**config.mk**
```make
export PLATFORM = sky130hd
export DESIGN_NAME = encap_mem_arb
export DESIGN_NICKNAME = d
export VERILOG_FILES = /design/src/rtl/encap_mem_arb_pkg.sv /design/src/rtl/encap_mem_rd_tag.sv /design/src/rtl/encap_mem_arb.sv
export SDC_FILE = /design/constraint.sdc
export NUM_CORES = 1
export LEC_CHECK = 0
export ABC_AREA = 1
export BUFFER_PORTS_ARGS = -buffer_cell sky130_fd_sc_hd__buf_4
export CORE_MARGIN = 3
export CORE_UTILIZATION = 30
export CTS_BUF_LIST = sky130_fd_sc_hd__clkbuf_8
export DETAILED_ROUTE_END_ITERATION = 10
export GPL_TIMING_DRIVEN = 0
export PLACE_DENSITY = 0.58
export SETUP_SLACK_MARGIN = 0.1
export SYNTH_ARGS = -nofsm -noshare
export SYNTH_HDL_FRONTEND = slang
export SYNTH_HIERARCHICAL = 1
export SYNTH_SLANG_ARGS = --single-unit
```
**constraint.sdc**
```tcl
create_clock -name clk -period 1.77 [get_ports clk]
set_input_delay 0.0885 -clock clk [delete_from_list [all_inputs] [get_ports clk]]
set_output_delay 0.0885 -clock clk [all_outputs]
set_load 0.02 [all_outputs]
```
**src/rtl/encap_mem_arb_pkg.sv**
```systemverilog
// encap_mem_arb_pkg: shared encodings and per-table defaults for encap memory arbitration
package encap_mem_arb_pkg;
  localparam int PIO_NBITS = 64;
  localparam int TUN_HASH_AW = 10;
  localparam int TUN_HASH_DW = 32;
  localparam int TUN_VAL_AW = 10;
  localparam int TUN_VAL_DW = 32;
  localparam int EKEY_HASH_AW = 10;
  localparam int EKEY_HASH_DW = 32;
  localparam int EKEY_VAL_AW = 10;
  localparam int EKEY_VAL_DW = 32;
  typedef enum logic [1:0] {
    P_IDLE = 2'd0,
    P_PEND = 2'd1,
    P_RD   = 2'd2,
    P_DONE = 2'd3
  } pio_state_e;
  localparam logic SRC_LU = 1'b0;
  localparam logic SRC_PIO = 1'b1;
endpackage

```
**src/rtl/encap_mem_rd_tag.sv**
```systemverilog
// encap_mem_rd_tag: RD_LAT-deep {valid, src} shift register; flush_pio kills in-flight PIO tags
module encap_mem_rd_tag #(
  parameter int RD_LAT = 2
) (
  input  logic clk,
  input  logic rst_n,
  input  logic flush_pio,
  input  logic in_vld,
  input  logic in_src,
  output logic out_vld,
  output logic out_src
);
  logic [RD_LAT-1:0] vld_q, src_q;
  logic [RD_LAT:0] vld_s, src_s;
  assign vld_s = {vld_q & ~(src_q & {RD_LAT{flush_pio}}), in_vld};
  assign src_s = {src_q, in_src};
  assign out_vld = vld_s[RD_LAT];
  assign out_src = src_s[RD_LAT];
  always_ff @(posedge clk or negedge rst_n) begin
    if (!rst_n) begin
      vld_q <= '0;
      src_q <= '0;
    end else begin
      vld_q <= vld_s[RD_LAT-1:0];
      src_q <= src_s[RD_LAT-1:0];
    end
  end
endmodule

```
**src/rtl/encap_mem_arb.sv**
```systemverilog
// encap_mem_arb: lookup/PIO arbiter for one single-port encap table memory.
// ENCAP_MEM_ARB_STATS_EN adds the saturating PIO stall counter.
module encap_mem_arb
  import encap_mem_arb_pkg::*;
#(
  parameter int AW = 10,
  parameter int DW = 32,
  parameter int RD_LAT = 2,
  parameter int MAX_STARVE = 8
) (
  input  logic                 clk,
  input  logic                 rst_n,
  input  logic                 lu_req,
  input  logic [AW-1:0]        lu_addr,
  output logic                 lu_gnt,
  output logic                 lu_rvalid,
  output logic [DW-1:0]        lu_rdata,
  input  logic                 reg_ms,
  input  logic                 reg_wr,
  input  logic                 reg_rd,
  input  logic [PIO_NBITS-1:0] reg_addr,
  input  logic [PIO_NBITS-1:0] reg_din,
  output logic                 mem_ack,
  output logic [PIO_NBITS-1:0] mem_rdata,
  output logic                 mem_en,
  output logic                 mem_we,
  output logic [AW-1:0]        mem_addr,
  output logic [DW-1:0]        mem_wdata,
  input  logic [DW-1:0]        mem_q,
  input  logic                 stat_clr,
  output logic [15:0]          pio_stall_cnt
);
  localparam int SW = $clog2(MAX_STARVE + 1);
  pio_state_e state_q, state_d;
  logic op_we_q, op_we_d;
  logic [AW-1:0] addr_q, addr_d;
  logic [DW-1:0] din_q, din_d;
  logic [PIO_NBITS-1:0] rdata_q, rdata_d;
  logic [SW-1:0] starve_q, starve_d;
  logic lu_rvalid_q;
  logic [DW-1:0] lu_rdata_q;
  logic pio_pend, pio_win, abort, tag_vld, tag_src, pio_ret, lu_ret;
  assign pio_pend = state_q == P_PEND && reg_ms;
  assign pio_win = pio_pend && (!lu_req || starve_q == SW'(MAX_STARVE));
  assign lu_gnt = lu_req && !pio_win;
  assign mem_en = lu_gnt || pio_win;
  assign mem_we = pio_win && op_we_q;
  assign mem_addr = pio_win ? addr_q : lu_gnt ? lu_addr : '0;
  assign mem_wdata = mem_we ? din_q : '0;
  assign starve_d = pio_pend && !pio_win ? starve_q + 1'b1 : '0;
  assign abort = !reg_ms && (state_q == P_PEND || state_q == P_RD);
  assign pio_ret = tag_vld && tag_src == SRC_PIO;
  assign lu_ret = tag_vld && tag_src == SRC_LU;
  assign mem_ack = state_q == P_DONE;
  assign mem_rdata = rdata_q;
  assign lu_rvalid = lu_rvalid_q;
  assign lu_rdata = lu_rdata_q;
  encap_mem_rd_tag #(.RD_LAT(RD_LAT)) u_tag (
    .clk      (clk),
    .rst_n    (rst_n),
    .flush_pio(abort),
    .in_vld   (mem_en && !mem_we),
    .in_src   (pio_win),
    .out_vld  (tag_vld),
    .out_src  (tag_src)
  );
  always_comb begin
    state_d = state_q;
    op_we_d = op_we_q;
    addr_d = addr_q;
    din_d = din_q;
    rdata_d = rdata_q;
    case (state_q)
      P_IDLE: if (reg_ms && (reg_rd || reg_wr)) begin
        state_d = P_PEND;
        op_we_d = reg_wr;
        addr_d = reg_addr[AW-1:0];
        din_d = reg_din[DW-1:0];
      end
      P_PEND: state_d = !reg_ms ? P_IDLE : !pio_win ? P_PEND : op_we_q ? P_DONE : P_RD;
      P_RD: if (!reg_ms) state_d = P_IDLE;
        else if (pio_ret) begin
          state_d = P_DONE;
          rdata_d = PIO_NBITS'(mem_q);
        end
      P_DONE: if (!reg_ms) state_d = P_IDLE;
      default: state_d = P_IDLE;
    endcase
  end
  always_ff @(posedge clk or negedge rst_n) begin
    if (!rst_n) begin
      state_q <= P_IDLE;
      op_we_q <= 1'b0;
      addr_q <= '0;
      din_q <= '0;
      rdata_q <= '0;
      starve_q <= '0;
      lu_rvalid_q <= 1'b0;
      lu_rdata_q <= '0;
    end else begin
      state_q <= state_d;
      op_we_q <= op_we_d;
      addr_q <= addr_d;
      din_q <= din_d;
      rdata_q <= rdata_d;
      starve_q <= starve_d;
      lu_rvalid_q <= lu_ret;
      if (lu_ret) lu_rdata_q <= mem_q;
    end
  end
`ifdef ENCAP_MEM_ARB_STATS_EN
  logic [15:0] stall_q;
  always_ff @(posedge clk or negedge rst_n) begin
    if (!rst_n) stall_q <= '0;
    else if (stat_clr) stall_q <= '0;
    else if (pio_pend && !pio_win && stall_q != 16'hFFFF) stall_q <= stall_q + 1'b1;
  end
  assign pio_stall_cnt = stall_q;
  logic unused_bits;
  assign unused_bits = ^{reg_addr[PIO_NBITS-1:AW], reg_din[PIO_NBITS-1:DW]};
`else
  assign pio_stall_cnt = '0;
  logic unused_bits;
  assign unused_bits = ^{stat_clr, reg_addr[PIO_NBITS-1:AW], reg_din[PIO_NBITS-1:DW]};
`endif
endmodule

```
# After elaboration in Yosys (flattened, before gate mapping)
# Cells that the tools add are included.
# W data, S select, Z words.
# op_classes
n_addsub,1
bitwise_logic,4
muxes,12
eq_ne,7
n_reduce_logical,22
# ops
cell,count
$mux W32,1
$mux W10,2
$mux W2,6
$logic_and A1 B1 Y1,10
$pmux W2 S4,1
$reduce_and A3 Y1,2
$add A4 B1 Y4 const B,1
$and A2 B2 Y2,2
$eq A2 B2 Y1 const B,2
$eq A4 B4 Y1 const B,1
$logic_not A1 Y1,4
$logic_or A1 B1 Y1,4
$mux W4,1
$ne A2 B2 Y1 const B,2
$ne A3 B3 Y1 const B,1
$eq A2 B1 Y1 const B,1
$logic_not A2 Y1,1
$not A2 Y2,1
$reduce_and A2 Y1,1
$mux W1,1
$not A1 Y1,1
# totals
output_inout_bits,159
wordCells,56
input_bits,177
reg_bits,118

# Longest topological paths before layout
# logic_depth
word_depth,10
mapped_depth,11
mapped_depth_nobuf,11

# Modules after synthesis
# The synthesis kept the hierarchy.
# modules_own_cells
mod,area_each_um2,n_inst,cells_each,seq_area_each_um2
encap_mem_arb,5197.5,1,569,2852.7
encap_mem_rd_tag,117.6,1,8,100.1

# Worst setup path before layout
# OpenSTA, ideal clock, no wires.
# synth_path
path_kind,reg2reg
from,register state_q[0]
to,"register rdata_q[10], in the netlist mem_rdata[10]"
period_less_slack_ps,1882
arrival_time_ps,1757
setup_ps,125
n_path_buf,1
path_slack_ps,-112
t_required_ps,1645
stages_incl_launch_ff,10
path_cell_list,dfrtp_1 inv_1 ha_1 inv_1 nor2_1 a21oi_1 nand2_1 nor2_4 buf_6 mux2_2
# synth_via
elab_chain_cells,8
word_cells_on_any_way,9
classes_between,2 x eq/ne; 3 x bitwise; 4 x reduce/logical
# synth_lines
item,line,text
from (decl),encap_mem_arb.sv:34,"pio_state_e state_q, state_d;"
from (signal assigned),encap_mem_arb.sv:101,state_q <= state_d;
$eq A2 B1 Y1 / $eq A2 B2 Y1 (equally long branches),encap_mem_arb.sv:51,assign abort = !reg_ms && (state_q == P_PEND || state_q == P_RD);
$logic_or A1 B1 Y1 (*),encap_mem_arb.sv:51,
$logic_and A1 B1 Y1 (*),encap_mem_arb.sv:51,
net abort,encap_mem_arb.sv:42,"logic pio_pend, pio_win, abort, tag_vld, tag_src, pio_ret, lu_ret;"
$and A2 B2 Y2 (*),encap_mem_rd_tag.sv:15,"assign vld_s = {vld_q & ~(src_q & {RD_LAT{flush_pio}}), in_vld};"
$not A2 Y2 (*),encap_mem_rd_tag.sv:15,
$and A2 B2 Y2 (*),encap_mem_rd_tag.sv:15,
net tag_vld,encap_mem_arb.sv:42,
$logic_and A1 B1 Y1 (*),encap_mem_arb.sv:52,assign pio_ret = tag_vld && tag_src == SRC_PIO;
$reduce_and A3 Y1 (no source line) (*),--,
to (signal assigned),encap_mem_arb.sv:105,rdata_q <= rdata_d;
to (decl),encap_mem_arb.sv:38,"logic [PIO_NBITS-1:0] rdata_q, rdata_d;"
# Mark *: on every way through the listed nets, which the timed path passes. The rest lies on a longest branch.
# A chain may end at the register's enable or synchronous reset.

# Worst setup path in the final report
# layout_path
from,register state_q[1]
to,output mem_wdata[8]
# layout_via
elab_chain_cells,5
# layout_lines
item,line,text
$eq A2 B1 Y1,encap_mem_arb.sv:43,assign pio_pend = state_q == P_PEND && reg_ms;
$logic_and A1 B1 Y1,encap_mem_arb.sv:43,
$logic_and A1 B1 Y1,encap_mem_arb.sv:44,assign pio_win = pio_pend && (!lu_req || starve_q == SW'(MAX_STARVE));
$logic_and A1 B1 Y1,encap_mem_arb.sv:47,assign mem_we = pio_win && op_we_q;
$mux W32,encap_mem_arb.sv:49,assign mem_wdata = mem_we ? din_q : '0;
to (decl),encap_mem_arb.sv:28,"output logic [DW-1:0] mem_wdata,"
# Every way passes these cells.

==> flow_metrics.py <==
metrics = {
    "place": {
        "place.gp.congestion": 0.7520,
        "dpl.hpwl_mm": 10.54,
        "pre_cts_ws_ps": -406.4,
        "placed_area_um2": 7387,
        "dp_cells": 1050,
        "port_buffers": 200,
    },
    "critical_path": {
        "cp.arrival_ps": 1920,
        "end_kind": "output port",
        "cp_top_family": "buffers and inverters",
        "required_ps": 1680,
        "timing.critical_path.buf_inv": 5,
        "critical_path_class": "reg -> out",
        "crit_cells": 10,
        "cp_common_cell": "nand2_4",
        "start_kind": "flop",
        "reg2reg_depth": 11,
        "slowest_stage": "dfrtp_1",
        "worstPathCellList": "inv_2 > ha_4 > nand2_4 > inv_4 > nand2_4 > nor2_4 > inv_6 > buf_8 > nor2_2 > buf_6",
        "critPathMaxStageDelay_ps": 410,
        "cp_max_fo": 10,
    },
    "clock_tree": {
        "cts_tree": "yes",
        "cts-buffers-inserted": 17,
        "h-tree-depth": 4,
        "clk_latency_ps": 430,
        "cts-root-buf": "clkbuf_8",
        "clk_path_buf_depth": 2,
        "clk_pin_slew_ps": 70,
        "cts_sinks": 118,
    },
    "detailed_routing": {
        "via_per_inst": 4.122,
        "via_count": 4918,
        "wl_per_cell_um": 13.60,
        "wl_mm": 16.23,
        "dr.pass1.iters": 4,
        "drtIter0Drc": 131,
        "ant_nets": 0,
        "drc": 0,
    },
    "run_status": {
        "failed_checks": "setup timing",
        "outcome": "complete, but fails checks",
    },
    "grt": {
        "gr-usage-all-layers_pct": 16.39,
        "grt_pass1_wl_mm": 25.61,
        "grt_overflow": 0,
        "grt_max_degree": 64,
        "first_global_vias": 4928,
        "antenna_found_initial": 0,
    },
    "floorplan": {
        "die_area_um2": 19350,
        "ios": 336,
        "die_w_um": 139.1,
        "rows": 48,
        "start_util_pct": 30.73,
        "chipHeight_um": 139.1,
        "core_um2": 17300,
    },
    "yosys": {
        "synth_area_um2": 5315,
        "yosysSeqAreaShare_pct": 55.56,
        "synth.area.top_cells": "dfrtp_1 (56%), nand2_1 (11%), buf_4 (6.8%)",
        "synth_warnings": 6,
        "yosysTopAreaCellShare_pct": 55.56,
        "synth_cells": 577,
        "syn_avg_cell_area_um2": 9.212,
        "ys_ff_latch": 118,
        "synth.distinct_cells": 24,
        "synth_top_cell_by_area": "dfrtp_1",
    },
    "pwr": {
        "clkPwrFrac_pct": 22.2,
        "power_frac_comb_pct": 44.4,
        "p_per_area_nw_per_um2": 1293,
        "peakVddDrop_mv": 0.6500,
        "p_sw_share_pct": 36.47,
        "power_frac_seq_pct": 33.4,
        "p_int_uw": 7958,
        "p_sw_uw": 4568,
        "p_leak_uw": 0.005208,
    },
    "flow_run": {
        "maxCapViolCount": 0,
    },
    "layout": {
        "drive_gt1_share_pct": 46.18,
        "final_area_um2": 9688,
        "fillers": 1527,
        "antennaDiodeCount": 0,
        "area_growth_pct": 82.27,
        "layoutNonFillerInstCount": 1193,
        "final_net_count": 1139,
    },
    "timing": {
        "setup_viol": 102,
        "period_needed_ps": 2012,
        "clock_skew_ps": 12.56,
        "rsz0062_at_grt": "true",
        "hold_violations": 0,
        "worstMarginPinSlew_ps": 555.6,
        "finalCritPeriodShare_pct": 113.7,
        "slew_violations": 0,
        "fmax_mhz": 497.1,
        "setup_slack_ps": -241.7,
        "slew_headroom_pct": 62.96,
    },
    "worst_hold_path": {
        "min_path_cells": 3,
        "hp-class": "in -> reg",
    },
}
through the flow:
step / hold slack, ps / total power [uW] / TNS [ps] / utilization [%]
after floorplan: -207.1 / 6743 / -1625 / -
after global placement: 297.6 / 8507 / -19930 / 42.53
after detailed placement: 92.24 / 8598 / -19950 / 42.71
after CTS: 12.35 / 12330 / -18250 / 54.34
after global routing: 47.62 / 13350 / -24540 / 56.01
final: 54.39 / 12530 / -13150 / 56.01
worst paths after layout:
kind                                          start                         to  slack [ps]
setup / recovery             state_q[1]$_DFFE_PN0P_               mem_wdata[8]        -240
hold / removal                               lu_req      starve_q[0]$_DFF_PN0_          50
setup reg to reg             state_q[1]$_DFFE_PN0P_  mem_rdata[23]$_DFFE_PN0P_        -180
hold reg to reg            u_tag/src_q[0]$_DFF_PN0_   u_tag/src_q[1]$_DFF_PN0_         380
max in group asynchronous                     rst_n      din_q[19]$_DFFE_PN0P_         870
min in group asynchronous                     rst_n   mem_rdata[6]$_DFFE_PN0P_         190
state kept, by name (all words and copies together) (netlist names), 2 cells and up:
name / count
addr_q: 10
din_q: 32
lu_rdata: 32
mem_rdata: 32
starve_q: 4
state_q: 2
u_tag/src_q: 2
u_tag/vld_q: 2
kinds of logic after synthesis:
group | share of synthesized area [%]
buffers and inverters | 13.75
adder cells (fa/ha/maj) | 1.648
AO/OA/AOI/OAI | 4.802
flip-flops | 55.56
XOR/XNOR | 0.3296
other | 0.07055
AND/OR/NAND/NOR | 17.07
multiplexers | 6.780
synthesized netlist by cell type (all sizes together):
cell type,number
xnor2,1
nand3,5
conb,1
nand3b,1
xor2,1
clkbuf,9
a21boi,2
dfrtp,118
nand2,151
a21oi,35
ha,7
or2,1
nor2,77
buf,62
mux2,32
o21ai,13
inv,61
what timing repair did:
action,CTS,global route
setup buffers,22,5
endpoints found under the hold margin,164,0
pin swaps,17,11
resized for setup,126,70
cloned,7,0
endpoints found under the setup margin,152,152
hold buffers,78,0
cell type report:
type | instances | area (um^2) | area share, %
clock inverters | 10 | 150.1 | 1.550
flip-flops and latches | 118 | 2954 | 30.49
well taps | 225 | 281.5 | 2.906
multi-input cells | 374 | 2266 | 23.39
repair buffers | 312 | 2828 | 29.19
inverters | 61 | 244.0 | 2.518
clock buffers | 22 | 302.8 | 3.125
plain buffers | 71 | 661.9 | 6.832
worst reg2reg max path, cell delays in order (launching register included):
cell     delay, ps
dfrtp_1        410
inv_2          120
ha_4           210
inv_2           50
nor2_2          40
a21oi_2        150
nand2_2         90
nor2_4         100
buf_12         150
buf_12         110
buf_16         110
mux2_4         290
layer usage:
metal	vias up	track usage, %	part of all wire (%)
li1	2431	-	-
met1	2294	20.06	43
met2	178	27.49	48
met3	15	5.655	7.5
met4	0	4.789	1.1
met5	-	0	0
cells in the final DEF (no fill, tap or decap), types with 10 or more instances in the layout:
cell type / n
a21oi_1: 34
buf_4: 234
buf_6: 39
clkbuf_8: 26
conb_1: 48
dfrtp_1: 117
dlygate4sd3_1: 78
inv_1: 55
mux2_4: 30
nand2_1: 122
nand2_2: 19
nand2_4: 10
nor2_1: 41
nor2_2: 18
nor2_4: 18
o21ai_0: 12
power groups by stage:
stage	clock, uW	combinational (uW)	sequential [uW]
global route	2990	6050	4320
CTS	2860	5290	4170
detailed placement	0	4380	4220
global placement	0	4330	4170
floorplan	0	1960	4780
finish	2780	5560	4190
Power figures use the tool's default switching activity.
